## src/rtl/mem_port_arbiter.sv

```systemverilog
// mem_port_arbiter
// Shares one unified instruction/data memory port between the fetch stage and
// the LDUR/STUR path. Each access is sequenced IDLE -> FETCH/DATA -> DONE. On
// contention, grants alternate between the two requesters. A watchdog aborts
// accesses that never see mem_ready. Misaligned data addresses are rejected
// without issuing a memory cycle.
//
// Ports
//   clock, reset            : system clock, synchronous active-high reset
//   if_req/if_addr          : fetch request (held until if_ack) and PC
//   if_ack/if_instr         : one-cycle completion pulse and fetched word
//   d_req/d_we/d_addr/d_wdata : data request (held until d_ack)
//   d_ack/d_rdata           : one-cycle completion pulse and load data
//   err                     : qualifies either ack (misaligned or timeout)
//   mem_req/mem_we/mem_addr/mem_wdata : registered memory port drive
//   mem_rdata/mem_ready     : memory response
//   stall                   : combinational pipeline freeze
module mem_port_arbiter #(
   parameter int ADDR_WIDTH = 64,
   parameter int DATA_WIDTH = 64,
   parameter int TIMEOUT    = 255
) (
   input  logic                  clock,
   input  logic                  reset,
   input  logic                  if_req,
   input  logic [ADDR_WIDTH-1:0] if_addr,
   output logic                  if_ack,
   output logic [31:0]           if_instr,
   input  logic                  d_req,
   input  logic                  d_we,
   input  logic [ADDR_WIDTH-1:0] d_addr,
   input  logic [DATA_WIDTH-1:0] d_wdata,
   output logic                  d_ack,
   output logic [DATA_WIDTH-1:0] d_rdata,
   output logic                  err,
   output logic                  mem_req,
   output logic                  mem_we,
   output logic [ADDR_WIDTH-1:0] mem_addr,
   output logic [DATA_WIDTH-1:0] mem_wdata,
   input  logic [DATA_WIDTH-1:0] mem_rdata,
   input  logic                  mem_ready,
   output logic                  stall
);

   localparam int WDOG_W = ($clog2(TIMEOUT + 1) > 8) ? $clog2(TIMEOUT + 1) : 8;
   localparam logic [ADDR_WIDTH-1:0] WORD_MASK = ~ADDR_WIDTH'(7);

   typedef enum logic [1:0] {IDLE, FETCH, DATA, DONE} state_t;
   typedef enum logic {GNT_FETCH, GNT_DATA} gnt_t;

   state_t                state_q, state_d;
   gnt_t                  last_grant_q, last_grant_d;
   logic [WDOG_W-1:0]     wdog_q, wdog_d;
   logic                  addr2_q, addr2_d;
   logic                  we_q, we_d;
   logic                  if_ack_q, if_ack_d;
   logic [31:0]           if_instr_q, if_instr_d;
   logic                  d_ack_q, d_ack_d;
   logic [DATA_WIDTH-1:0] d_rdata_q, d_rdata_d;
   logic                  err_q, err_d;
   logic                  mem_req_q, mem_req_d;
   logic                  mem_we_q, mem_we_d;
   logic [ADDR_WIDTH-1:0] mem_addr_q, mem_addr_d;
   logic [DATA_WIDTH-1:0] mem_wdata_q, mem_wdata_d;
   logic                  grant_f, grant_d;

   always_comb begin
      state_d      = state_q;
      last_grant_d = last_grant_q;
      wdog_d       = wdog_q;
      addr2_d      = addr2_q;
      we_d         = we_q;
      if_ack_d     = 1'b0;
      if_instr_d   = if_instr_q;
      d_ack_d      = 1'b0;
      d_rdata_d    = d_rdata_q;
      err_d        = 1'b0;
      mem_req_d    = mem_req_q;
      mem_we_d     = mem_we_q;
      mem_addr_d   = mem_addr_q;
      mem_wdata_d  = mem_wdata_q;
      grant_f      = 1'b0;
      grant_d      = 1'b0;

      case (state_q)
         IDLE: begin
            // On contention data wins unless it was the last one served.
            if (d_req && (!if_req || last_grant_q == GNT_FETCH)) grant_d = 1'b1;
            else if (if_req)                                      grant_f = 1'b1;
         end
         FETCH, DATA: begin
            if (mem_ready || wdog_q == WDOG_W'(TIMEOUT)) begin
               state_d   = DONE;
               mem_req_d = 1'b0;
               mem_we_d  = 1'b0;
               err_d     = ~mem_ready;
               if (state_q == FETCH) begin
                  if_ack_d   = 1'b1;
                  if_instr_d = !mem_ready ? '0 :
                               addr2_q    ? mem_rdata[63:32] : mem_rdata[31:0];
               end else begin
                  d_ack_d = 1'b1;
                  if (!we_q) d_rdata_d = mem_ready ? mem_rdata : '0;
               end
            end else begin
               wdog_d = wdog_q + 1'b1;
            end
         end
         DONE: begin
            // The requester just acked still has its req high; only the
            // other side may be granted straight from here.
            state_d = IDLE;
            if (last_grant_q == GNT_FETCH) grant_d = d_req;
            else                           grant_f = if_req;
         end
         default: state_d = IDLE;
      endcase

      if (grant_f) begin
         state_d      = FETCH;
         last_grant_d = GNT_FETCH;
         wdog_d       = '0;
         addr2_d      = if_addr[2];
         we_d         = 1'b0;
         mem_req_d    = 1'b1;
         mem_we_d     = 1'b0;
         mem_addr_d   = if_addr & WORD_MASK;
      end

      if (grant_d) begin
         last_grant_d = GNT_DATA;
         wdog_d       = '0;
         addr2_d      = d_addr[2];
         we_d         = d_we;
         if (d_addr[2:0] != 3'b000) begin
            // Misaligned: complete immediately with an error, no memory cycle.
            state_d = DONE;
            d_ack_d = 1'b1;
            err_d   = 1'b1;
            if (!d_we) d_rdata_d = '0;
         end else begin
            state_d     = DATA;
            mem_req_d   = 1'b1;
            mem_we_d    = d_we;
            mem_addr_d  = d_addr & WORD_MASK;
            mem_wdata_d = d_wdata;
         end
      end
   end

   always_ff @(posedge clock) begin
      if (reset) begin
         state_q      <= IDLE;
         last_grant_q <= GNT_FETCH;
         wdog_q       <= '0;
         addr2_q      <= 1'b0;
         we_q         <= 1'b0;
         if_ack_q     <= 1'b0;
         if_instr_q   <= '0;
         d_ack_q      <= 1'b0;
         d_rdata_q    <= '0;
         err_q        <= 1'b0;
         mem_req_q    <= 1'b0;
         mem_we_q     <= 1'b0;
         mem_addr_q   <= '0;
         mem_wdata_q  <= '0;
      end else begin
         state_q      <= state_d;
         last_grant_q <= last_grant_d;
         wdog_q       <= wdog_d;
         addr2_q      <= addr2_d;
         we_q         <= we_d;
         if_ack_q     <= if_ack_d;
         if_instr_q   <= if_instr_d;
         d_ack_q      <= d_ack_d;
         d_rdata_q    <= d_rdata_d;
         err_q        <= err_d;
         mem_req_q    <= mem_req_d;
         mem_we_q     <= mem_we_d;
         mem_addr_q   <= mem_addr_d;
         mem_wdata_q  <= mem_wdata_d;
      end
   end

   assign if_ack    = if_ack_q;
   assign if_instr  = if_instr_q;
   assign d_ack     = d_ack_q;
   assign d_rdata   = d_rdata_q;
   assign err       = err_q;
   assign mem_req   = mem_req_q;
   assign mem_we    = mem_we_q;
   assign mem_addr  = mem_addr_q;
   assign mem_wdata = mem_wdata_q;
   assign stall     = (if_req & ~if_ack_q) | (d_req & ~d_ack_q);

endmodule

```

## config.mk

```make
export PLATFORM = sky130hd
export DESIGN_NAME = mem_port_arbiter
export DESIGN_NICKNAME = d
export VERILOG_FILES = /design/src/rtl/mem_port_arbiter.sv
export SDC_FILE = /design/constraint.sdc
export NUM_CORES = 1
export LEC_CHECK = 0
export ABC_AREA = 1
export BUFFER_PORTS_ARGS = -buffer_cell sky130_fd_sc_hd__buf_2
export CELL_PAD_IN_SITES_DETAIL_PLACEMENT = 1
export CELL_PAD_IN_SITES_GLOBAL_PLACEMENT = 2
export CORE_MARGIN = 2
export CORE_UTILIZATION = 23
export DETAILED_ROUTE_END_ITERATION = 10
export HOLD_SLACK_MARGIN = 0.12
export PLACE_DENSITY = 0.8
export SLEW_MARGIN = 20
export SYNTH_ARGS = -nofsm -noshare
export SYNTH_HDL_FRONTEND = slang
export SYNTH_SLANG_ARGS = --single-unit
```

## constraint.sdc

```tcl
create_clock -name clock -period 2.5 [get_ports clock]
set_input_delay 0.125 -clock clock [delete_from_list [all_inputs] [get_ports clock]]
set_output_delay 0.125 -clock clock [all_outputs]
set_load 0.005 [all_outputs]
```

# After elaboration in Yosys (flattened, before gate mapping)

Index checks and enable logic that the tools add are counted.

Word-level logic and storage cells: 95
Register bits: 242

Multiplexer cells: 50
Bitwise gates (word level): 10
Reductions and logical operators: 15
Add/sub/neg operators: 1
Equality and inequality tests: 5

Operators with widths:

| operator                                      | count |
|---|---|
| two-way mux 64 bit                            | 11 |
| two-way mux 32 bit                            | 2 |
| two-way mux 1 bit                             | 31 |
| adder 8 x 1 -> 8 bit, second input constant   | 1 |
| == test 8 bit, second input constant          | 1 |
| NOT 1 bit                                     | 7 |
| two-way mux 2 bit                             | 3 |
| AND reduction 2 bit                           | 3 |
| OR reduction 3 bit                            | 2 |
| == test 2 bit, second input constant          | 2 |
| != test 4 bit, second input constant          | 1 |
| one-hot mux 1 bit (2 select lines)            | 2 |
| one-hot mux 2 bit (2 select lines)            | 1 |
| nonzero test 4 bit                            | 1 |
| AND reduction 3 bit                           | 1 |
| nonzero test 3 bit                            | 1 |
| bitwise AND 1 bit                             | 2 |
| == test 2 x 1 -> 1 bit, second input constant | 1 |
| zero test 2 bit                               | 1 |
| logical OR 1 bit                              | 2 |
| nonzero test 2 bit                            | 1 |
| OR reduction 2 bit                            | 1 |
| logical AND 1 bit                             | 1 |
| zero test 1 bit                               | 1 |
| bitwise OR 1 bit                              | 1 |

# Logic depth before layout (Yosys ltp)

Gate-level depths: netlist of run 1.

Depth after elaboration: 8
Depth in mapped cells: 11

# Worst setup path before layout of run 1

Ideal clock, no wire load.

Kind: register -> register
From: register state_q[0]
To: register mem_addr_q[56] (netlist: mem_addr[56])
Path buffers: 3
Arrival time: 1.676 ns
Setup slack: 0.708 ns
Required time: 2.384 ns
Cell stages (with the launch flop): 12
Path through: dfxtp_1 -> inv_1 -> ha_1 -> buf_4 -> nor2_1 -> nand3_1 -> buf_2 -> buf_2 -> nand2_1 -> o21ai_0 -> nor2_1 -> nor2_1

Cells in the longest elaborated chain, start to end: 5
Elaborated cells on any way between the ends: 7
Those cells by class: eq/ne: 1; mux: 5; reduce/logical: 1

Ends and longest elaborated chain:

| what                                             | RTL line | text |
|---|---|---|
| start: declaration                               | 51       | `state_t state_q, state_d;` |
| start signal: assignment                         | 168      | `state_q <= state_d;` |
| == test 2 bit or zero test 2 bit (tied branches) | 85       | `case (state_q)` |
| one-hot mux 1 bit (2 select lines)               | 85       |  |
| two-way mux 64 bit                               | 119      | `if (grant_f) begin` |
| two-way mux 64 bit                               | 135      | `if (d_addr[2:0] != 3'b000) begin` |
| two-way mux 64 bit (*)                           | 130      | `if (grant_d) begin` |
| end signal: assignment                           | 180      | `mem_addr_q <= mem_addr_d;` |
| end: declaration                                 | 63       | `logic [ADDR_WIDTH-1:0] mem_addr_q, mem_addr_d;` |

Every way passes the cells marked *; elsewhere a longest branch is shown, timed or not.
A chain may end at the register's enable or synchronous reset.

# Worst setup path in the final report of run 1

From: register state_q[0]
To: register d_rdata_q[40] (netlist: d_rdata[40])

Cells in the longest elaborated chain, start to end: 7
Elaborated cells on any way between the ends: 12
Those cells by class: eq/ne: 3; mux: 7; reduce/logical: 2

Ends and longest elaborated chain:

| what                   | RTL line | text |
|---|---|---|
| == test 2 x 1 -> 1 bit | 85, 97   |  |
| two-way mux 64 bit     | 97       | `if (state_q == FETCH) begin` |
| two-way mux 64 bit     | 92       | `if (mem_ready \|\| wdog_q == WDOG_W'(TIMEOUT)) begin` |
| two-way mux 64 bit     | 85       |  |
| two-way mux 64 bit     | 140      | `if (!d_we) d_rdata_d = '0;` |
| two-way mux 64 bit     | 135      |  |
| two-way mux 64 bit (*) | 130      |  |
| end signal: assignment | 176      | `d_rdata_q <= d_rdata_d;` |
| end: declaration       | 59       | `logic [DATA_WIDTH-1:0] d_rdata_q, d_rdata_d;` |

Marked as above.

==> out/summary.log, run 1 <==
INFO  run_status     status=finished clean
INFO  placement      gpl.final_weighted_congestion=0.843
INFO  setup_path     reg2reg_setup_slack=0.16ns
INFO  floorplan      floorplan.io_pins=492
INFO  setup_path     start_kind=flip-flop
INFO  setup_path     criticalPathCategory=reg -> reg
INFO  clocking       clk_path_buf_depth=3
INFO  setup_path     critical-path-slowest-cell=sky130_fd_sc_hd__dlygate4sd3_1
INFO  timing         setup_viol=0
INFO  logic_synthesis synth_sequential_area_ratio=46.6%
INFO  setup_path     crit_required=2.98ns
INFO  clocking       tritoncts_clock_tree=yes
INFO  logic_synthesis postSynthRegisterBits=242
INFO  pwr            power_density=825nW/um2
INFO  logic_synthesis synth.avg_cell_area=6.80um2
INFO  floorplan      floorplan.initialDensity=23.4%
INFO  floorplan      fp.dieArea=46900um2
INFO  drt            detailedRoute.firstPassIterationCount=6
INFO  placement      post-place-ws=0.387ns
INFO  timing         final_max_slew_viol_count=0
INFO  timing         hold_viol_final=0
INFO  setup_path     worst-path-buf-inv=4
INFO  timing         timing.fmax=0.428GHz
INFO  finish         net_count_final=2525
INFO  logic_synthesis synth.yosys.warnings=0
INFO  timing         final_min_period_over_clock_period=93.5%
INFO  timing         finalWorstSetupSlack=0.164ns
INFO  drt            iteration_0_drc_markers=597
INFO  setup_path     cpPeakStageDelay=0.58ns
INFO  logic_synthesis net_count_of_the_mapped_netlist=1796
INFO  placement      dp.final_hpwl=32.7mm
INFO  clocking       clock_insertion_delay_worst_skew=0.58ns
INFO  grt            global_route_wire_length_before_repair=77.4mm
INFO  drt            drt-total-wl=51.6mm
INFO  setup_path     crit_arrival=2.81ns
INFO  grt            grt.total_usage=20.8%
INFO  floorplan      core-area=44400um2
INFO  timing         relSlewSlack=44.4%
INFO  pwr            peakVddDrop=0.604mV
INFO  setup_path     critical_path_peak_fanout=19
INFO  logic_synthesis synthFlopType=sky130_fd_sc_hd__dfxtp_1
INFO  setup_path     cp-end-kind=flip-flop
INFO  drt            routed_via_density=4.45
INFO  drt            routed-via-count=12800
INFO  clocking       clk_root_buffer_cell=sky130_fd_sc_hd__clkbuf_16
INFO  placement      number_of_instances_in_the_placed_design=2530
INFO  finish         area_delta_synth_final=67.7%
INFO  pwr            static-leakage-power=8.52nW
INFO  logic_synthesis postSynthCellCount=1529
INFO  logic_synthesis synthesis.area=10400um2
INFO  finish         leading_cell_type_in_the_layout_fill_and_taps_excluded=sky130_fd_sc_hd__buf_2
INFO  timing         post_route_clock_skew=0.0251ns
INFO  timing         timing.final.crit_period=2.34ns
INFO  timing         worst_pin_slew=0.834ns
INFO  grt            grt_pass1_vias=13700
INFO  drt            drt.antenna.violating_nets=0
INFO  logic_synthesis synth-edff-count=0
INFO  finish         post_route_cells_drive_above_1_share=26.0%
INFO  job            drv.max_cap_violation_count=0
INFO  setup_path     worstPathCellList=inv_1, ha_1, buf_4, nand4_4, buf_16, a21oi_1, dlygate4sd3_1, nor2_1
INFO  clocking       clock_tree.htree_level_count=1
INFO  clocking       clkTransAtPathRegs=0.06ns
INFO  finish         fillerInstances=5548
INFO  floorplan      dieHeight=217um
INFO  floorplan      die-width=217um
INFO  logic_synthesis synth-async-reset-ratio=0%
INFO  finish         finalInstanceArea=17400um2
INFO  floorplan      rows=77
INFO  placement      placedInstanceArea=13400um2
INFO  timing         grt_setup_unrepaired=yes
INFO  finish         layout.cells.non_filler=2882
INFO  hold_path      hold_class=in -> reg
INFO  drt            wl_per_cell=17.9um
INFO  clocking       cts.sink_count=242
INFO  setup_path     cpLargestDelayFamily=buffers and inverters
INFO  logic_synthesis synth.lib_cells_used.distinct=29
INFO  finish         most-common-layout-cells=sky130_fd_sc_hd__buf_2, sky130_fd_sc_hd__nand2_1, sky130_fd_sc_hd__dlygate4sd3_1
INFO  grt            grt_start_max_net_pins=75
INFO  grt            antenna_found_initial=8
INFO  drt            drc=0
INFO  clocking       cts_buffers=31
INFO  placement      buffer_ports.inserted=489
INFO  grt            grt-ovfl-total=0
[power breakdown]
part           internal [W]  switching, W  total [W]
registers           0.00453      0.000370    0.00490
clock network       0.00264       0.00183    0.00447
logic               0.00213       0.00286    0.00500
[layer usage]
layer / GRT usage [%] / share of wire [%]
met1: 22.8 / 39
met2: 37.6 / 49
met3: 5.40 / 7.3
met4: 8.88 / 4.5
met5: 0 / 0.052
[what timing repair did]
item                                    in CTS  in global routing
hold buffers                               280                  0
buffers inserted                             0                  2
endpoints found under the hold margin      226                  0
resized for setup                            0                 14
endpoints found under the setup margin       0                  8
[registers in the layout, summed over array words and instances, names as in the netlist]
name,flops
mem_addr,64
if_instr,32
state_q,2
d_ack,1
wdog_q,8
we_q,1
err,1
mem_wdata,64
addr2_q,1
mem_req,1
last_grant_q,1
mem_we,1
d_rdata,64
if_ack,1
[final timing paths]
| path | startpoint | endpoint | cells after the start |
|---|---|---|---|
| worst max-delay path | state_q[0] | d_rdata[40] | 8 |
| worst min-delay path | d_addr[1] | d_ack | 5 |
| worst max register to register | state_q[0] | d_rdata[40] | 8 |
| worst min register to register | mem_wdata[60] | mem_wdata[60] | 2 |
[Yosys cell counts (2+ instances only)]
library cell / count / area (um2)
sky130_fd_sc_hd__a21oi_1: 132 / 661
sky130_fd_sc_hd__buf_1: 9 / 33.8
sky130_fd_sc_hd__buf_2: 29 / 145
sky130_fd_sc_hd__buf_4: 6 / 45.0
sky130_fd_sc_hd__buf_6: 2 / 22.5
sky130_fd_sc_hd__clkbuf_1: 57 / 214
sky130_fd_sc_hd__dfxtp_1: 242 / 4840
sky130_fd_sc_hd__ha_1: 5 / 62.6
sky130_fd_sc_hd__inv_1: 163 / 612
sky130_fd_sc_hd__inv_2: 2 / 7.51
sky130_fd_sc_hd__nand2_1: 428 / 1610
sky130_fd_sc_hd__nand2_2: 2 / 12.5
sky130_fd_sc_hd__nand3_1: 50 / 250
sky130_fd_sc_hd__nand4_1: 5 / 31.3
sky130_fd_sc_hd__nor2_1: 193 / 724
sky130_fd_sc_hd__nor3_1: 2 / 10.0
sky130_fd_sc_hd__nor3b_1: 3 / 22.5
sky130_fd_sc_hd__o211ai_1: 13 / 97.6
sky130_fd_sc_hd__o21ai_0: 160 / 801
sky130_fd_sc_hd__o21ai_1: 3 / 15.0
sky130_fd_sc_hd__o22ai_1: 2 / 12.5
sky130_fd_sc_hd__or2_2: 13 / 81.3
sky130_fd_sc_hd__xor2_1: 2 / 17.5
[worst reg2reg max path, stage by stage (launching register included)]
cell and delay [ns]:
sky130_fd_sc_hd__dfxtp_1 0.36, sky130_fd_sc_hd__inv_1 0.09, sky130_fd_sc_hd__ha_1 0.37, sky130_fd_sc_hd__buf_4 0.21
sky130_fd_sc_hd__nand4_4 0.20, sky130_fd_sc_hd__buf_16 0.22, sky130_fd_sc_hd__a21oi_1 0.16, sky130_fd_sc_hd__dlygate4sd3_1 0.58
sky130_fd_sc_hd__nor2_1 0.04
[area by class of cell]
class,instances,area (um2),area share [%]
Antenna cell,7,17.5,0.101
Clock buffer,46,882,5.06
Clock inverter,12,125,0.718
Inverter,165,628,3.61
Multi-Input combinational cell,1020,4510,25.9
Sequential cell,242,4840,27.8
Tap cell,592,741,4.25
Timing Repair Buffer,798,5670,32.6
[through the flow]
| stage | hold slack (ns) | util [%] | TNS (ns) | power (W) |
|---|---|---|---|---|
| 2_1_floorplan | 0.269 | - | 0 | 0.00742 |
| 3_3_place_gp | 0.372 | 30.2 | 0 | 0.00901 |
| 3_5_place_dp | 0.379 | 30.2 | 0 | 0.00917 |
| 4_1_cts | 0.125 | 38.8 | 0 | 0.0143 |
| 5_1_grt | 0.202 | 39.2 | -0.00877 | 0.0154 |
| 6_report | 0.140 | 39.2 | 0 | 0.0144 |
[cells by family after synthesis]
logic type               share of synthesized area (%)
AND/OR/NAND/NOR                                   26.7
AO/OA/AOI/OAI                                     15.4
buffers and inverters                             10.4
flip-flops                                        46.6
adder cells (fa/ha/maj)                          0.602
XOR/XNOR                                         0.253
Note: power is estimated with default switching activity, not from simulation.
==> run 2: changes to the inputs <==
--- a/config.mk
+++ b/config.mk
@@ -13,7 +13,7 @@
 export CORE_UTILIZATION = 23
 export DETAILED_ROUTE_END_ITERATION = 10
 export HOLD_SLACK_MARGIN = 0.12
-export PLACE_DENSITY = 0.8
+export PLACE_DENSITY = 0.85
 export SLEW_MARGIN = 20
 export SYNTH_ARGS = -nofsm -noshare
 export SYNTH_HDL_FRONTEND = slang
==> run 2 against run 1 <==
  * Utilization shrank 0.59 points
  * Wire length shrank 2.4%
  * First-iteration DRC count is the same
  * Final area shrank 1.5%
  * Clock power grew 2%
  * Setup slack lost 0.070 ns
  * Largest cell class unchanged
==> out/summary.log, run 2 (synthesis gave the netlist of run 1 again) <==
INFO  run_status     status=finished clean
INFO  pwr            static-leakage-power=8.37nW
INFO  timing         timing.fmax=0.416GHz
INFO  timing         final_max_slew_viol_count=0
INFO  setup_path     cpPeakStageDelay=0.56ns
INFO  drt            drc=0
INFO  setup_path     critical_path_origin=state_q[0]
INFO  finish         leading_cell_type_in_the_layout_fill_and_taps_excluded=sky130_fd_sc_hd__buf_2
INFO  drt            iteration_0_drc_markers=597
INFO  timing         final_min_period_over_clock_period=96.2%
INFO  setup_path     worstPathCellList=inv_1, ha_1, inv_1, nand4_1, buf_6, buf_16, o21ai_1, nor2_1, dlygate4sd3_1
INFO  grt            grt.busiest_layer=met2
INFO  pwr            peakVddDrop=0.518mV
INFO  setup_path     critical-path-slowest-cell=sky130_fd_sc_hd__dlygate4sd3_1
INFO  floorplan      floorplan.io_pins=492
INFO  floorplan      die-width=217um
INFO  grt            antenna_found_initial=5
INFO  clocking       clock_insertion_delay_worst_skew=0.57ns
INFO  timing         hold_viol_final=0
INFO  setup_path     crit_required=2.95ns
INFO  setup_path     criticalPathCategory=reg -> reg
INFO  grt            grt_start_max_net_pins=124
INFO  placement      gpl.final_weighted_congestion=0.846
INFO  pwr            internal_power_component=0.00917W
INFO  timing         grt_setup_unrepaired=yes
INFO  clocking       clk_path_buf_depth=3
INFO  clocking       tritoncts_clock_tree=yes
INFO  placement      dp.final_hpwl=31.9mm
INFO  drt            routed_via_density=4.46
INFO  setup_path     cp-end-kind=flip-flop
INFO  finish         most-common-layout-cells=sky130_fd_sc_hd__buf_2, sky130_fd_sc_hd__nand2_1, sky130_fd_sc_hd__dlygate4sd3_1
INFO  clocking       cts_buffers=31
INFO  job            drv.max_cap_violation_count=0
INFO  pwr            switching_share=35.1%
INFO  setup_path     critical_path_peak_fanout=43
INFO  clocking       cts.sink_count=242
INFO  timing         worst_pin_slew=1.09ns
INFO  pwr            power.switching=0.00497W
INFO  floorplan      floorplan.initialDensity=23.4%
INFO  grt            grt_pass1_vias=13600
INFO  floorplan      core-area=44400um2
INFO  timing         relSlewSlack=27.0%
INFO  setup_path     crit_arrival=2.85ns
INFO  setup_path     start_kind=flip-flop
INFO  finish         net_count_final=2503
INFO  pwr            power_density=824nW/um2
INFO  hold_path      hold_class=in -> reg
INFO  timing         totalNegativeSetupSlack=0ns
INFO  floorplan      rows=77
INFO  pwr            share_comb_of_total_power=33.1%
INFO  drt            detailedRoute.firstPassIterationCount=5
INFO  clocking       clock_tree.htree_level_count=1
INFO  grt            grt.met3_usage=5.60%
INFO  floorplan      fp.dieArea=46900um2
INFO  pwr            clkPwrFrac=32.4%
INFO  grt            grt.total_usage=20.3%
INFO  grt            global_route_wire_length_before_repair=76.4mm
INFO  placement      buffer_ports.inserted=489
INFO  drt            routed-via-count=12800
INFO  pwr            share_seq_of_total_power=34.5%
INFO  drt            drt-total-wl=50.4mm
INFO  clocking       clk_root_buffer_cell=sky130_fd_sc_hd__clkbuf_16
INFO  grt            grt_use_met2=35.6%
INFO  drt            drt.antenna.violating_nets=0
INFO  timing         timing.final.crit_period=2.41ns
INFO  finish         post_route_cells_drive_above_1_share=26.1%
INFO  floorplan      dieHeight=217um
INFO  grt            grt-ovfl-total=0
INFO  finish         area_delta_synth_final=65.1%
INFO  finish         postLayoutCoreUtil=38.6%
INFO  setup_path     timing.rr.start=state_q[0]
INFO  timing         post_route_clock_skew=0.0110ns
INFO  setup_path     critical-path-top-cell-by-count=sky130_fd_sc_hd__inv_1
INFO  timing         setup_viol=0
INFO  grt            groute.layer.met1.usage=22.8%
INFO  drt            wl_per_cell=17.6um
INFO  clocking       clkTransAtPathRegs=0.06ns
INFO  hold_path      hp-start=mem_rdata[6]
==> run 2: cell types whose count changed in the layout (fill, tap and decap cells not counted), sizes merged <==
cell	change
nand3	-1
clkbuf	-2
dlygate4sd3	-18
clkinvlp	-1
diode	-3
clkinv	+2
buf	-1
inv	-2
==> run 2: stage by stage <==
step	power, W	setup slack [ns]	cells	hold WS, ns	cell area (um2)
after CTS	0.0141	0.0135	2847	0.307	17100
final	0.0141	0.0938	2856	0.344	17200
after global routing	0.0151	-0.0181	2856	0.341	17200
after global placement	0.00893	0.436	2528	0.372	13400
after floorplan	0.00742	0.708	1529	0.269	10400
after detailed placement	0.00911	0.281	2528	0.379	13400
==> run 2: critical path: cells and delay by family, from the launching register on <==
| family | cells | cell delay [ns] |
|---|---|---|
| buf+inv | 5 | 1.20 |
| fa+ha+maj | 1 | 0.34 |
| compound gates | 1 | 0.14 |
| simple gates | 2 | 0.22 |
| flops | 1 | 0.36 |
==> run 2: layout make-up <==
cell class | instances | area, um2
antenna | 4 | 10.0
clock buffer | 46 | 922
clock inverter | 11 | 114
fill | 5599 | 27300
inverter | 165 | 626
multi-input combinational | 1019 | 4480
sequential | 242 | 4840
tap | 592 | 741
timing repair buffer | 777 | 5420
==> run 2: worst paths after layout <==
kind | to | slack (ns) | cells after the start
worst max-delay path | mem_addr[62] | 0.09 | 9
worst min-delay path | d_rdata[6] | 0.34 | 4
worst max register to register | mem_addr[62] | 0.09 | 9
worst min register to register | mem_wdata[62] | 0.46 | 2
==> run 2: per-layer routing <==
metal  vias up  wire length [um]
met1      5994             20200
met5         -                10
li1       6198                 -
met3       117              3810
met2       440             24000
met4         2              2400
==> run 2: what timing repair did <==
item	4_1_cts	5_1_grt
endpoints found under the setup margin	0	5
buffers inserted	0	3
endpoints found under the hold margin	232	0
resized for setup	0	10
hold buffers	262	0
==> run 2: power groups by stage <==
stage          clock network [W]  registers, W  logic [W]
2_1_floorplan                  0       0.00499    0.00243
3_3_place_gp                   0       0.00490    0.00403
3_5_place_dp                   0       0.00494    0.00416
4_1_cts                  0.00470       0.00487    0.00455
5_1_grt                  0.00488       0.00496    0.00529
6_report                 0.00458       0.00488    0.00468
==> run 3: changes to the inputs <==
--- a/config.mk
+++ b/config.mk
@@ -5,15 +5,14 @@
 export SDC_FILE = /design/constraint.sdc
 export NUM_CORES = 1
 export LEC_CHECK = 0
-export ABC_AREA = 1
 export BUFFER_PORTS_ARGS = -buffer_cell sky130_fd_sc_hd__buf_2
 export CELL_PAD_IN_SITES_DETAIL_PLACEMENT = 1
 export CELL_PAD_IN_SITES_GLOBAL_PLACEMENT = 2
-export CORE_MARGIN = 2
-export CORE_UTILIZATION = 23
+export CORE_MARGIN = 3
+export CORE_UTILIZATION = 25
 export DETAILED_ROUTE_END_ITERATION = 10
 export HOLD_SLACK_MARGIN = 0.12
-export PLACE_DENSITY = 0.85
+export PLACE_DENSITY = 0.88
 export SLEW_MARGIN = 20
 export SYNTH_ARGS = -nofsm -noshare
 export SYNTH_HDL_FRONTEND = slang
==> run 3 against run 2 <==
  * Area after synthesis decreased by 6.4%
  * Sequential share of layout area is 1.2 points higher
  * Worst hold slack worse by 0.061 ns
  * Register-to-register slack gained 0.06 ns
  * Critical path type unchanged
  * Largest cell class unchanged
  * Highest routed layer unchanged
==> out/summary.log, run 3 <==
INFO  logic_synthesis synth-async-reset-ratio=0%
INFO  placement      buffer_ports.inserted=489
INFO  logic_synthesis synthFlopType=sky130_fd_sc_hd__dfxtp_1
INFO  setup_path     timing.rr.start=state_q[0]
INFO  timing         grt_setup_unrepaired=no
INFO  floorplan      die-width=203um
INFO  finish         layout.cells.non_filler=2390
INFO  logic_synthesis netlist.area_leader.share=49.8%
INFO  finish         area_delta_synth_final=69.2%
INFO  floorplan      floorplan.initialDensity=25.6%
INFO  drt            wl_per_cell=20.8um
INFO  setup_path     r2r-end=addr2_q
INFO  timing         worst_pin_slew=0.772ns
INFO  setup_path     critical_path_peak_fanout=9
INFO  logic_synthesis net_count_of_the_mapped_netlist=1406
INFO  grt            grt_pass1_vias=13100
INFO  floorplan      core-area=38000um2
INFO  logic_synthesis ys_top_cells_by_count=sky130_fd_sc_hd__nand2_1, sky130_fd_sc_hd__dfxtp_1, sky130_fd_sc_hd__a21oi_1
INFO  pwr            peakVddDrop=0.596mV
INFO  setup_path     crit_required=2.92ns
INFO  run_status     status=finished clean
INFO  setup_path     critical_path_origin=state_q[0]
INFO  drt            drt.antenna.violating_nets=0
INFO  finish         leading_cell_type_in_the_layout_fill_and_taps_excluded=sky130_fd_sc_hd__buf_2
INFO  grt            global_route_wire_length_before_repair=74.1mm
INFO  drt            detailedRoute.firstPassIterationCount=7
INFO  clocking       cts_buffers=30
INFO  timing         timing.final.crit_period=2.34ns
INFO  finish         post_route_cells_drive_above_1_share=31.3%
INFO  clocking       clock_tree.htree_level_count=1
INFO  timing         final_max_slew_viol_count=0
INFO  grt            antenna_found_initial=5
INFO  logic_synthesis synth_sequential_area_ratio=49.8%
INFO  setup_path     setup.worst_path.end=addr2_q
INFO  setup_path     cp-end-kind=flip-flop
INFO  logic_synthesis synthesis.area=9730um2
INFO  drt            drt-total-wl=49.6mm
INFO  grt            grt_start_max_net_pins=93
INFO  logic_synthesis synthDominantAreaCellType=sky130_fd_sc_hd__dfxtp_1
INFO  floorplan      rows=71
INFO  drt            drc=0
INFO  clocking       clkTransAtPathRegs=0.06ns
INFO  timing         final_min_period_over_clock_period=93.8%
INFO  finish         net_count_final=2119
INFO  placement      number_of_instances_in_the_placed_design=2066
INFO  drt            routed-via-count=11900
INFO  timing         post_route_clock_skew=0.0179ns
INFO  logic_synthesis yosysMostFrequentCell=sky130_fd_sc_hd__nand2_1
INFO  clocking       cts.sink_count=242
INFO  setup_path     crit_arrival=2.77ns
INFO  logic_synthesis postSynthRegisterBits=242
INFO  setup_path     start_kind=flip-flop
INFO  placement      gpl.final_weighted_congestion=0.824
INFO  logic_synthesis synth.lib_cells_used.distinct=46
INFO  timing         hold_viol_final=0
INFO  clocking       clk_path_buf_depth=3
INFO  setup_path     timing.reg2reg.worst_path_depth=8
INFO  job            drv.max_cap_violation_count=0
INFO  timing         timing.fmax=0.427GHz
INFO  logic_synthesis synth.avg_cell_area=8.54um2
INFO  finish         postLayoutCoreUtil=43.3%
INFO  floorplan      dieHeight=203um
INFO  timing         setup_viol=0
INFO  pwr            power_density=839nW/um2
INFO  setup_path     criticalPathCategory=reg -> reg
INFO  clocking       clock_insertion_delay_worst_skew=0.56ns
INFO  drt            iteration_0_drc_markers=494
INFO  setup_path     reg2reg_setup_slack=0.16ns
INFO  timing         totalNegativeSetupSlack=0ns
INFO  timing         relSlewSlack=48.5%
INFO  clocking       clk_root_buffer_cell=sky130_fd_sc_hd__clkbuf_16
INFO  logic_synthesis synth.top_cells.by_area=sky130_fd_sc_hd__dfxtp_1, sky130_fd_sc_hd__nand2_1, sky130_fd_sc_hd__a21oi_1, sky130_fd_sc_hd__a311oi_1, sky130_fd_sc_hd__o31ai_1
INFO  pwr            static-leakage-power=7.11nW
INFO  logic_synthesis synth-edff-count=0
INFO  placement      dp.final_hpwl=28.9mm
INFO  logic_synthesis synth.yosys.warnings=0
INFO  floorplan      fp.dieArea=41300um2
INFO  drt            routed_via_density=4.96
INFO  grt            grt-ovfl-total=0
INFO  grt            grt.total_usage=22.3%
INFO  logic_synthesis postSynthCellCount=1139
INFO  clocking       tritoncts_clock_tree=yes
INFO  finish         most-common-layout-cells=sky130_fd_sc_hd__buf_2, sky130_fd_sc_hd__nand2_1, sky130_fd_sc_hd__dlygate4sd3_1
INFO  hold_path      hold_class=in -> reg
INFO  floorplan      floorplan.io_pins=492
run 3: cell types whose count changed after synthesis, moves of 61 or more:
cell,previous run,this run
sky130_fd_sc_hd__nor2_1,193,72
sky130_fd_sc_hd__nand2_1,428,319
sky130_fd_sc_hd__inv_1,163,7
sky130_fd_sc_hd__o21ai_0,160,3
sky130_fd_sc_hd__o31ai_1,0,65
sky130_fd_sc_hd__a311oi_1,0,61
run 3: timing repair:
action,CTS,global route
hold buffers,260,0
gates resized for setup,0,4
buffers inserted,0,3
endpoints found under the setup margin,0,10
endpoints found under the hold margin,229,0
run 3: logic make-up (layout without fill, tap and decap cells):
logic type | after synthesis | in the layout | share of synthesized area (%)
buffers and inverters | 108 | 844 | 5.61
other | 0 | 4 | 0
AND/OR/NAND/NOR | 423 | 423 | 17.3
multiplexers | 33 | 33 | 3.40
XOR/XNOR | 6 | 6 | 0.540
AO/OA/AOI/OAI | 322 | 322 | 22.7
flip-flops | 242 | 242 | 49.8
adder cells (fa/ha/maj) | 5 | 5 | 0.643
run 3: how the worst min path moves through the flow:
| stage | from | endpoint | slack, ns | cells after the start |
|---|---|---|---|---|
| detailed placement | d_wdata[36] | mem_wdata[36] | 0.37 | 3 |
| global placement | d_wdata[35] | mem_wdata[35] | 0.37 | 3 |
| floorplan | mem_rdata[0] | d_rdata[0] | 0.26 | 2 |
| finish | if_req | addr2_q | 0.28 | 5 |
| global route | if_req | addr2_q | 0.30 | 5 |
| CTS | if_req | addr2_q | 0.24 | 5 |
run 3: layout make-up:
class | count | area, um2
fill | 4548 | 21600
timing repair buffer | 782 | 5480
sequential | 242 | 4850
multi-input combinational | 789 | 4400
clock buffer | 42 | 877
tap | 511 | 639
clock inverter | 13 | 174
inverter | 7 | 26.3
antenna | 4 | 10.0
run 3: critical path: stages (launching register included):
cell and delay, ns:
sky130_fd_sc_hd__dfxtp_1 0.39, sky130_fd_sc_hd__inv_1 0.10, sky130_fd_sc_hd__ha_2 0.44, sky130_fd_sc_hd__nand2b_1 0.22, sky130_fd_sc_hd__a21oi_1 0.08, sky130_fd_sc_hd__buf_4 0.18
sky130_fd_sc_hd__a22oi_1 0.17, sky130_fd_sc_hd__dlygate4sd3_1 0.57, sky130_fd_sc_hd__a21oi_1 0.06
run 3: through the flow:
stage / cell area [um2] / worst slack, ns / hold slack [ns] / power, W
after floorplan: 9730 / 0.561 / 0.258 / 0.00698
after global placement: 12700 / 0.353 / 0.366 / 0.00862
after detailed placement: 12700 / 0.187 / 0.373 / 0.00873
after CTS: 16400 / 0.0464 / 0.239 / 0.0138
after global routing: 16500 / 0.0199 / 0.295 / 0.0145
final: 16500 / 0.155 / 0.283 / 0.0138
run 3: layer usage:
metal  GRT usage, %  part of all wire (%)  up-vias  routed length, um
met5              0                 0.014        -                  7
met4           10.7                   4.9        2               2450
met3           6.61                   7.9      163               3910
met2           40.0                    50      552              24800
met1           24.0                    37     5719              18500
li1               -                     -     5418                  -
run 3: power breakdown:
part / leakage (nW) / internal [W] / switching [W] / total, W
combinational: 4.64 / 0.00176 / 0.00260 / 0.00437
sequential: 1.96 / 0.00444 / 0.000365 / 0.00480
clock: 0.516 / 0.00285 / 0.00179 / 0.00463
total: 7.11 / 0.00905 / 0.00475 / 0.0138
